[src/rtl/sd_spi_cmd_sequencer_if.sv]
// Command, transmit-byte and memory-read handshakes of the SD SPI command sequencer.
// Master drives commands, TxReady and memory returns; slave is the sequencer.
interface sd_spi_cmd_sequencer_if;
  logic        CmdValid;
  logic [5:0]  Command;
  logic [31:0] CommandArgument;
  logic        TxReady;
  logic        TxValid;
  logic [7:0]  TxData;
  logic        MemReq;
  logic [31:0] MemAddr;
  logic        MemValid;
  logic [7:0]  MemData;
  logic [11:0] DataBlockSize;
  logic        Busy;
  logic [1:0]  CardState;

  modport master (
    output CmdValid, Command, CommandArgument, TxReady, MemValid, MemData,
    input  TxValid, TxData, MemReq, MemAddr, DataBlockSize, Busy, CardState
  );

  modport slave (
    input  CmdValid, Command, CommandArgument, TxReady, MemValid, MemData,
    output TxValid, TxData, MemReq, MemAddr, DataBlockSize, Busy, CardState
  );
endinterface

[src/rtl/sd_spi_cmd_sequencer.sv]
// SD card command sequencer: init FSM, R1/R3/R7 responses, CMD17 block reads; first Tx byte one cycle after CmdValid.
// Tx and memory bytes are held until TxReady / MemValid; SDCTL_DATA_CRC_EN builds the data CRC16, else CRC bytes are 0xFF.
module sd_spi_cmd_sequencer #(
  parameter int DEFAULT_BLOCK = 512,
  parameter int MAX_BLOCK     = 2048,
  parameter int INIT_POLLS    = 2
) (
  input logic                  clock,
  input logic                  reset,
  sd_spi_cmd_sequencer_if.slave io
);
  typedef enum logic [2:0] {
    WAIT_CMD, SEND_RESP, SEND_EXT, SEND_TOKEN, FETCH, SEND_DATA, SEND_CRC
  } state_t;

  localparam logic [1:0]  CARD_POWERUP = 2'd0;
  localparam logic [1:0]  CARD_IDLE    = 2'd1;
  localparam logic [1:0]  CARD_READY   = 2'd2;
  localparam logic [11:0] DEF_BLK      = 12'(DEFAULT_BLOCK);
  localparam logic [31:0] MAX_BLK      = 32'(MAX_BLOCK);
  localparam logic [7:0]  POLLS_MAX    = 8'(INIT_POLLS);

  state_t      state, state_nxt;
  logic [1:0]  card, card_nxt;
  logic        app, app_nxt;
  logic [7:0]  polls, polls_nxt;
  logic [11:0] blk, blk_nxt;
  logic        tx_vld, tx_vld_nxt;
  logic [7:0]  tx_dat, tx_dat_nxt;
  logic        mem_req, mem_req_nxt;
  logic [31:0] mem_addr, mem_addr_nxt;
  logic [31:0] ext, ext_nxt;
  logic [1:0]  ext_left, ext_left_nxt;
  logic        has_ext, has_ext_nxt;
  logic        is_read, is_read_nxt;
  logic [11:0] cnt, cnt_nxt;
  logic        crc_second, crc_second_nxt;
  logic        illegal, perr;
  logic [7:0]  crc_hi, crc_lo;

`ifdef SDCTL_DATA_CRC_EN
  logic [15:0] crc, crc_upd;

  function automatic logic [15:0] crc16_byte(input logic [15:0] c, input logic [7:0] d);
    logic [15:0] r;
    r = c;
    for (int i = 7; i >= 0; i--) begin
      if (r[15] ^ d[i]) r = {r[14:0], 1'b0} ^ 16'h1021;
      else              r = {r[14:0], 1'b0};
    end
    return r;
  endfunction

  assign crc_upd = crc16_byte(crc, tx_dat);

  // CRC covers exactly the data bytes that complete a Tx transfer.
  always_ff @(posedge clock) begin
    if (!reset || state == WAIT_CMD) crc <= '0;
    else if (state == SEND_DATA && io.TxReady) crc <= crc_upd;
  end

  assign crc_hi = crc_upd[15:8];
  assign crc_lo = crc[7:0];
`else
  assign crc_hi = 8'hFF;
  assign crc_lo = 8'hFF;
`endif

  always_ff @(posedge clock) begin
    if (!reset) begin
      state      <= WAIT_CMD;
      card       <= CARD_POWERUP;
      app        <= 1'b0;
      polls      <= '0;
      blk        <= DEF_BLK;
      tx_vld     <= 1'b0;
      tx_dat     <= 8'hFF;
      mem_req    <= 1'b0;
      mem_addr   <= '0;
      ext        <= '0;
      ext_left   <= '0;
      has_ext    <= 1'b0;
      is_read    <= 1'b0;
      cnt        <= '0;
      crc_second <= 1'b0;
    end else begin
      state      <= state_nxt;
      card       <= card_nxt;
      app        <= app_nxt;
      polls      <= polls_nxt;
      blk        <= blk_nxt;
      tx_vld     <= tx_vld_nxt;
      tx_dat     <= tx_dat_nxt;
      mem_req    <= mem_req_nxt;
      mem_addr   <= mem_addr_nxt;
      ext        <= ext_nxt;
      ext_left   <= ext_left_nxt;
      has_ext    <= has_ext_nxt;
      is_read    <= is_read_nxt;
      cnt        <= cnt_nxt;
      crc_second <= crc_second_nxt;
    end
  end

  always_comb begin
    state_nxt      = state;
    card_nxt       = card;
    app_nxt        = app;
    polls_nxt      = polls;
    blk_nxt        = blk;
    tx_vld_nxt     = tx_vld;
    tx_dat_nxt     = tx_dat;
    mem_req_nxt    = mem_req;
    mem_addr_nxt   = mem_addr;
    ext_nxt        = ext;
    ext_left_nxt   = ext_left;
    has_ext_nxt    = has_ext;
    is_read_nxt    = is_read;
    cnt_nxt        = cnt;
    crc_second_nxt = crc_second;
    illegal        = 1'b0;
    perr           = 1'b0;

    case (state)
      WAIT_CMD: begin
        if (io.CmdValid) begin
          app_nxt     = 1'b0;
          has_ext_nxt = 1'b0;
          is_read_nxt = 1'b0;
          case (io.Command)
            6'd0: begin
              card_nxt  = CARD_IDLE;
              polls_nxt = '0;
              blk_nxt   = DEF_BLK;
            end
            6'd8: begin
              has_ext_nxt = 1'b1;
              ext_nxt     = {16'h0000, 8'h01, io.CommandArgument[7:0]};
            end
            6'd55: app_nxt = 1'b1;
            6'd41: begin
              if (!app || card == CARD_POWERUP) illegal = 1'b1;
              else if (card == CARD_IDLE) begin
                if (polls < POLLS_MAX) polls_nxt = polls + 8'd1;
                else                   card_nxt  = CARD_READY;
              end
            end
            6'd58: begin
              has_ext_nxt = 1'b1;
              ext_nxt     = 32'h80FF_8000;
            end
            6'd16: begin
              if (io.CommandArgument != '0 && io.CommandArgument <= MAX_BLK)
                blk_nxt = io.CommandArgument[11:0];
              else
                perr = 1'b1;
            end
            6'd17: begin
              if (card != CARD_READY) illegal = 1'b1;
              else begin
                is_read_nxt  = 1'b1;
                mem_addr_nxt = io.CommandArgument;
                cnt_nxt      = '0;
              end
            end
            default: illegal = 1'b1;
          endcase
          // Idle bit reflects the card state after this command takes effect.
          tx_dat_nxt = {1'b0, perr, 3'b000, illegal, 1'b0, card_nxt != CARD_READY};
          tx_vld_nxt = 1'b1;
          state_nxt  = SEND_RESP;
        end
      end
      SEND_RESP: begin
        if (io.TxReady) begin
          if (has_ext) begin
            tx_dat_nxt   = ext[31:24];
            ext_nxt      = {ext[23:0], 8'h00};
            ext_left_nxt = 2'd3;
            state_nxt    = SEND_EXT;
          end else if (is_read) begin
            tx_dat_nxt = 8'hFE;
            state_nxt  = SEND_TOKEN;
          end else begin
            tx_vld_nxt = 1'b0;
            state_nxt  = WAIT_CMD;
          end
        end
      end
      SEND_EXT: begin
        if (io.TxReady) begin
          if (ext_left == 2'd0) begin
            tx_vld_nxt = 1'b0;
            state_nxt  = WAIT_CMD;
          end else begin
            tx_dat_nxt   = ext[31:24];
            ext_nxt      = {ext[23:0], 8'h00};
            ext_left_nxt = ext_left - 2'd1;
          end
        end
      end
      SEND_TOKEN: begin
        if (io.TxReady) begin
          tx_vld_nxt  = 1'b0;
          mem_req_nxt = 1'b1;
          state_nxt   = FETCH;
        end
      end
      FETCH: begin
        if (io.MemValid) begin
          mem_req_nxt = 1'b0;
          tx_vld_nxt  = 1'b1;
          tx_dat_nxt  = io.MemData;
          state_nxt   = SEND_DATA;
        end
      end
      SEND_DATA: begin
        if (io.TxReady) begin
          if (cnt == blk - 12'd1) begin
            tx_dat_nxt     = crc_hi;
            crc_second_nxt = 1'b0;
            state_nxt      = SEND_CRC;
          end else begin
            cnt_nxt      = cnt + 12'd1;
            mem_addr_nxt = mem_addr + 32'd1;
            mem_req_nxt  = 1'b1;
            tx_vld_nxt   = 1'b0;
            state_nxt    = FETCH;
          end
        end
      end
      SEND_CRC: begin
        if (io.TxReady) begin
          if (!crc_second) begin
            tx_dat_nxt     = crc_lo;
            crc_second_nxt = 1'b1;
          end else begin
            tx_vld_nxt = 1'b0;
            state_nxt  = WAIT_CMD;
          end
        end
      end
      default: state_nxt = WAIT_CMD;
    endcase
  end

  assign io.TxValid       = tx_vld;
  assign io.TxData        = tx_dat;
  assign io.MemReq        = mem_req;
  assign io.MemAddr       = mem_addr;
  assign io.DataBlockSize = blk;
  assign io.Busy          = (state != WAIT_CMD);
  assign io.CardState     = card;
endmodule
[src/flat_wrapper.sv]
// flat-port wrapper written by rule: the top's interface ports become plain ports
module sd_spi_cmd_sequencer_flat 
#(
  parameter int DEFAULT_BLOCK = 512,
  parameter int MAX_BLOCK     = 2048,
  parameter int INIT_POLLS    = 2
)
  (clock, reset, io_CmdValid, io_Command, io_CommandArgument, io_TxReady, io_MemValid, io_MemData, io_TxValid, io_TxData, io_MemReq, io_MemAddr, io_DataBlockSize, io_Busy, io_CardState);
  sd_spi_cmd_sequencer_if io_i ();
  input logic clock;
  input logic reset;
  input wire logic [$bits(io_i.CmdValid)-1:0] io_CmdValid;
  input wire logic [$bits(io_i.Command)-1:0] io_Command;
  input wire logic [$bits(io_i.CommandArgument)-1:0] io_CommandArgument;
  input wire logic [$bits(io_i.TxReady)-1:0] io_TxReady;
  input wire logic [$bits(io_i.MemValid)-1:0] io_MemValid;
  input wire logic [$bits(io_i.MemData)-1:0] io_MemData;
  output wire logic [$bits(io_i.TxValid)-1:0] io_TxValid;
  output wire logic [$bits(io_i.TxData)-1:0] io_TxData;
  output wire logic [$bits(io_i.MemReq)-1:0] io_MemReq;
  output wire logic [$bits(io_i.MemAddr)-1:0] io_MemAddr;
  output wire logic [$bits(io_i.DataBlockSize)-1:0] io_DataBlockSize;
  output wire logic [$bits(io_i.Busy)-1:0] io_Busy;
  output wire logic [$bits(io_i.CardState)-1:0] io_CardState;
  assign io_i.CmdValid = io_CmdValid;
  assign io_i.Command = io_Command;
  assign io_i.CommandArgument = io_CommandArgument;
  assign io_i.TxReady = io_TxReady;
  assign io_i.MemValid = io_MemValid;
  assign io_i.MemData = io_MemData;
  assign io_TxValid = io_i.TxValid;
  assign io_TxData = io_i.TxData;
  assign io_MemReq = io_i.MemReq;
  assign io_MemAddr = io_i.MemAddr;
  assign io_DataBlockSize = io_i.DataBlockSize;
  assign io_Busy = io_i.Busy;
  assign io_CardState = io_i.CardState;
  sd_spi_cmd_sequencer #(.DEFAULT_BLOCK(DEFAULT_BLOCK), .MAX_BLOCK(MAX_BLOCK), .INIT_POLLS(INIT_POLLS)) u_core (.clock(clock), .reset(reset), .io(io_i));
endmodule
[config.mk]
export PLATFORM = sky130hd
export DESIGN_NAME = sd_spi_cmd_sequencer_flat
export DESIGN_NICKNAME = d
export VERILOG_FILES = /design/src/rtl/sd_spi_cmd_sequencer_if.sv /design/src/rtl/sd_spi_cmd_sequencer.sv /design/src/flat_wrapper.sv
export SDC_FILE = /design/constraint.sdc
export NUM_CORES = 1
export LEC_CHECK = 0
export ABC_AREA = 1
export ABC_CLOCK_PERIOD_IN_PS = 1770
export BUFFER_PORTS_ARGS = -buffer_cell sky130_fd_sc_hd__buf_2
export CAP_MARGIN = 40
export CELL_PAD_IN_SITES_DETAIL_PLACEMENT = 1
export CELL_PAD_IN_SITES_GLOBAL_PLACEMENT = 2
export CORE_ASPECT_RATIO = 1.2
export CORE_MARGIN = 2
export CORE_UTILIZATION = 25
export DETAILED_ROUTE_END_ITERATION = 10
export MAX_ROUTING_LAYER = met4
export PLACE_DENSITY = 0.73
export SYNTH_ARGS = -nofsm -noshare
export SYNTH_HDL_FRONTEND = slang
export SYNTH_SLANG_ARGS = --single-unit
[constraint.sdc]
create_clock -name clock -period 1.77 [get_ports clock]
set_input_delay 0.2655 -clock clock [delete_from_list [all_inputs] [get_ports clock]]
set_output_delay 0.2655 -clock clock [all_outputs]
set_load 0.03 [all_outputs]
---- After elaboration in Yosys (flattened, before gate mapping) ----
Index checks and enable logic that the tools add are counted.
storage, ports and cells
  output and inout bits ................... 57
  register bits after elaboration ......... 117
cells by class
  mux-type cells .......................... 91
  $add $sub $neg .......................... 5
  equal/unequal tests ..................... 40
  $lt $le $gt $ge ......................... 2
  reduce and logical (&&, ||, !) cells .... 31
operators with widths
  operator                                                number
  two-way mux 32 bit                                      10
  one-hot mux 32 bit (2 select lines)                     2
  two-way mux 8 bit                                       14
  one-hot mux 32 bit (3 select lines)                     1
  two-way mux 12 bit                                      6
  one-hot mux 12 bit (2 select lines)                     2
  one-hot mux 8 bit (6 select lines)                      1
  != test 2 bit (second input constant)                   17
  adder 32 x 1 -> 32 bit (second input constant)          1
  <= comparator 32 x 12 -> 1 bit (second input constant)  1
  nonzero test 32 bit                                     1
  two-way mux 3 bit                                       10
  two-way mux 1 bit                                       26
  two-way mux 2 bit                                       11
  one-hot mux 3 bit (7 select lines)                      1
  == test 6 bit (second input constant)                   3
  one-hot mux 8 bit (2 select lines)                      1
  != test 2 x 1 -> 1 bit (second input constant)          7
  AND reduction 13 bit                                    1
  adder 12 x 1 -> 12 bit (second input constant)          1
  == test 12 bit                                          1
  == test 6 x 5 -> 1 bit (second input constant)          2
  AND reduction 6 bit                                     2
  subtractor 12 x 1 -> 12 bit (second input constant)     1
  other kinds (32)                                        46

---- Depth between registers and ports, before layout ----
  word-level depth ........................ 10
  depth in mapped cells ................... 16
  mapped depth without buffers ............ 16

---- Worst setup path after synthesis ----
No wires, ideal clock.
  path type ............................... register to register
  from .................................... register u_core.blk[1], in the netlist u_core.io.DataBlockSize[1]
  to ...................................... register u_core.tx_dat[0], in the netlist u_core.io.TxData[0]
  cell stages (with the launch flop) ...... 13
  period minus slack after synthesis ...... 2.197 ns
  setup slack ............................. -0.427 ns
  required time ........................... 1.636 ns
  path buffers ............................ 0
  data arrival time ....................... 2.063 ns
  cells stage by stage .................... dfxtp_1 -> inv_1 -> ha_1 -> xor2_1 -> nand3_1 -> nor2_1 -> nand3_1 -> nor2_4 -> nand3_1 -> nand2_1 -> nand2_1 -> nand2_1 -> nand3_1
on the way
  longest elaborated chain between the ends .. 4
ends and longest elaborated chain
  what                              RTL line                     RTL
  start: declaration                sd_spi_cmd_sequencer.sv:27   logic [11:0] blk, blk_nxt;
  start signal: assignment          sd_spi_cmd_sequencer.sv:91   blk <= blk_nxt;
  subtractor 12 x 1 -> 12 bit       sd_spi_cmd_sequencer.sv:219  if (cnt == blk - 12'd1) begin
  == test 12 bit                    sd_spi_cmd_sequencer.sv:219
  != test 2 x 1 -> 1 bit (no line)  n/a
  AND reduction 11 bit (no line)    n/a
  end signal: assignment            sd_spi_cmd_sequencer.sv:93   tx_dat <= tx_dat_nxt;
  end: declaration                  sd_spi_cmd_sequencer.sv:29   logic [7:0] tx_dat, tx_dat_nxt;
Every way passes these cells.
A chain may end at the register's enable or synchronous reset.

---- Worst setup path after layout ----
  from .................................... register u_core.blk[1], in the netlist u_core.io.DataBlockSize[1]
  to ...................................... register u_core.cnt[2]
on the way
  longest elaborated chain between the ends .. 4
ends and longest elaborated chain
  what                           RTL line                     RTL
  subtractor 12 x 1 -> 12 bit    sd_spi_cmd_sequencer.sv:219
  == test 12 bit                 sd_spi_cmd_sequencer.sv:219
  != test 2 bit (no line)        n/a
  AND reduction 6 bit (no line)  n/a
  end signal: assignment         sd_spi_cmd_sequencer.sv:100  cnt <= cnt_nxt;
  end: declaration               sd_spi_cmd_sequencer.sv:36   logic [11:0] cnt, cnt_nxt;
Every way passes these cells.

==> out/metrics.cfg <==
[synth]
syn_area_per_cell_sq_um=6.43
yosysMostFrequentCell=nand2_1
syn_inst=1094
synth_top_area_share_pct=33.3
synth_largest_area_cell=dfxtp_1
seq_area_frac_synth_pct=33.3
yosys-top-cells-count=296 x nand2_1, 121 x nor2_1, 117 x dfxtp_1
synth_fp_nets=1150
async_flop_share_pct=0
synth.distinct_cells=43
netlist_top_cells_area=dfxtp_1 33%, nand2_1 16%, a21oi_1 7.8%, nor2_1 6.5%, nand3_1 5.6%
synth_warnings=0
netlist_area_sq_um=7040
synth_edf_count=0
ys.flop_type=dfxtp_1
ys_ff_latch=117

[floorplan]
start_util_pct=25.3
io_pins=108
rows=67
die_area_sq_um=29500
coreArea_sq_um=27800
die_w_um=157
chipHeight_um=188

[power_and_ir_drop]
p_total_mw=11.8
p_leak_nw=5.04
cellPowerDensity_nw_per_um2=1090
ir_drop_mv=0.546

[min_path]
hold-path-endpoint=u_core.io.MemAddr[14]
whs_path_depth=3
hold_start=io_CommandArgument[14]
hold_class=in2reg

[route]
dr.pass1.iters=4
routed_wl_mm=29.5
wl_per_cell_um=16.4
via_per_inst=4.64
drt_iter0_markers=407
final_antenna_net_count=0
drc=0
vias=8372

[critical_path]
critPathSlowestCell=dfxtp_4
critPathMaxStageDelay_ps=350
r2r_cells=13
r2r-end=u_core.cnt[2]
crit_chain=inv_4 -> ha_4 -> nand3_4 -> nor2_4 -> nand3_1 -> nand2_1 -> nand2_1 -> nor2_4 -> nand4_4 -> nand2_8 -> clkbuf_16 -> nand2_1 -> a21oi_1
regToRegStartpoint=u_core.io.DataBlockSize[1]
startpoint=u_core.io.DataBlockSize[1]
required_ps=2120
cp-start-kind=flop
crit_type=reg2reg
end_kind=flop
r2r_setup_slack_ps=-310
path_max_fanout=8
path_common_cell=nand2_1
worstPathArrival_ps=2430

[clock_network]
clk_pin_slew_worst_paths_ps=60
cts_num_sinks=117
cts-buffers-inserted=17
insertion_delay_ps=430
clock_path_buffers=2
root_buffer=clkbuf_16
htreeDepth=4
tritoncts=built
postCtsHoldBufs=0

[sta]
tightest_slew_ps=579
slew_headroom_pct=61.4
worst_slack_ps=-308
min_period_over_period_pct=117
grt_setup_unrepaired=yes
skew_ps=9.15
drv_slew=0
hold_viol=0
min_period_ps=2080
max_freq_mhz=481
fin_tns_setup_ps=-14570
setup_viol=56

[status]
violations=negative setup slack
status=complete, but fails checks

[placed_design]
gp_congestion=0.871
dpl_worst_slack_ps=-340
port_buffers=107
hpwl_mm=21.6

[global_route]
grt_pass1_vias=8563
grt_use_total_pct=20.1
grt_max_degree=43
grt_antenna_before_repair=1
overflow=0
grt_first_pass_wirelength_mm=44.8

[layout]
area_growth_pct=54.7
fin_nets=1467
drive_above_1_share_pct=34.5
final_core_util_pct=39.1

[run]
drv_cap=0

==> per-layer routing <==
metal | routed length [um] | track usage [%] | vias up
li1 | - | - | 4193
met1 | 12500 | 22.9 | 4009
met2 | 15400 | 35.7 | 135
met3 | 931 | 3.05 | 35
met4 | 725 | 6.71 | 0
met5 | 0 | - | -
==> repair_timing <==
action,in CTS,in global routing
buffers inserted,7,11
resized for setup,42,75
pin swaps,16,31
hold endpoints to repair,0,0
cloned,3,6
setup endpoints to repair,95,106
==> worst max-delay path, delay by kind of cell (launching register included) <==
family	cells	cell delay [ps]
adder cells (fa/ha/maj)	1	160
buffers and inverters	2	270
AND/OR/NAND/NOR	9	1080
flip-flops	1	350
AO/OA/AOI/OAI	1	130
==> layout make-up <==
cell class | instances | area (sq um)
inverters | 106 | 427
well taps | 379 | 474
repair buffers | 340 | 2490
diodes | 1 | 2.50
clock buffers | 18 | 439
clock inverters | 13 | 230
flip-flops and latches | 117 | 2360
fillers | 3574 | 16900
repair inverters | 1 | 3.75
multi-input cells | 828 | 4460
==> kinds of logic (layout without fill, tap and decap cells) <==
| family | after synthesis | in the layout | synth area share (%) |
|---|---|---|---|
| adder cells (fa/ha/maj) | 5 | 5 | 0.889 |
| other | 0 | 1 | 0 |
| XOR/XNOR | 38 | 38 | 4.73 |
| multiplexers | 11 | 11 | 1.57 |
| AO/OA/AOI/OAI | 177 | 177 | 13.2 |
| flip-flops | 117 | 117 | 33.3 |
| AND/OR/NAND/NOR | 596 | 597 | 37.4 |
| buffers and inverters | 150 | 478 | 8.98 |
==> power by group <==
part / switching, mW / leakage, nW / internal [mW]
logic: 2.74 / 3.77 / 1.90
clock network: 1.39 / 0.318 / 2.67
registers: 0.210 / 0.953 / 2.92
==> registers in the layout, indices dropped and copies added, names as in the netlist <==
register and cells:
u_core.crc_second 1, u_core.app 1, u_core.io.MemReq 1, u_core.ext 32
u_core.state 3, u_core.polls 8, u_core.io.TxValid 1, u_core.io.TxData 8
u_core.cnt 12, u_core.io.MemAddr 32, u_core.has_ext 1, u_core.ext_left 2
u_core.io.CardState 2, u_core.io.DataBlockSize 12, u_core.is_read 1
==> metrics by stage <==
| step | instance area, sq um | instances | hold slack (ps) |
|---|---|---|---|
| 3_5_place_dp | 9540 | 1748 | 429 |
| 4_1_cts | 10500 | 1789 | 135 |
| 2_1_floorplan | 7090 | 1094 | 413 |
| 3_3_place_gp | 9540 | 1748 | 423 |
| 6_report | 10900 | 1803 | 150 |
| 5_1_grt | 10900 | 1803 | 150 |
==> cell usage in the layout (no fill, tap or decap), drive strengths merged <==
master,synthesis,routed
or3,1,1
mux2i,11,11
nand4,16,16
xnor2,7,7
inv,106,106
xor2,31,31
buf,18,336
nor2,135,135
a211oi,1,1
nor3,49,49
clkinv,0,4
a21boi,1,1
o21a,1,1
bufinv,0,6
nand3b,4,4
nand2,302,303
a311oi,1,1
o21ai,52,52
dfxtp,117,117
o22ai,3,3
ha,5,5
nor4,4,4
o2111ai,1,1
clkbuf,26,22
a21oi,110,110
diode,0,1
a221oi,1,1
o31ai,1,1
nand3,81,81
a31oi,3,3
nor3b,1,1
or2,3,3
o211ai,2,2
clkinvlp,0,4
==> worst max path at each step <==
stage,endpoint,depth (start not counted)
final,u_core.cnt[2],13
after global routing,u_core.cnt[1],12
after CTS,u_core.crc_second,11
after detailed placement,u_core.io.DataBlockSize[4],10
after global placement,u_core.io.DataBlockSize[4],10
after floorplan,u_core.cnt[0],13
Power figures use the tool's default switching activity.
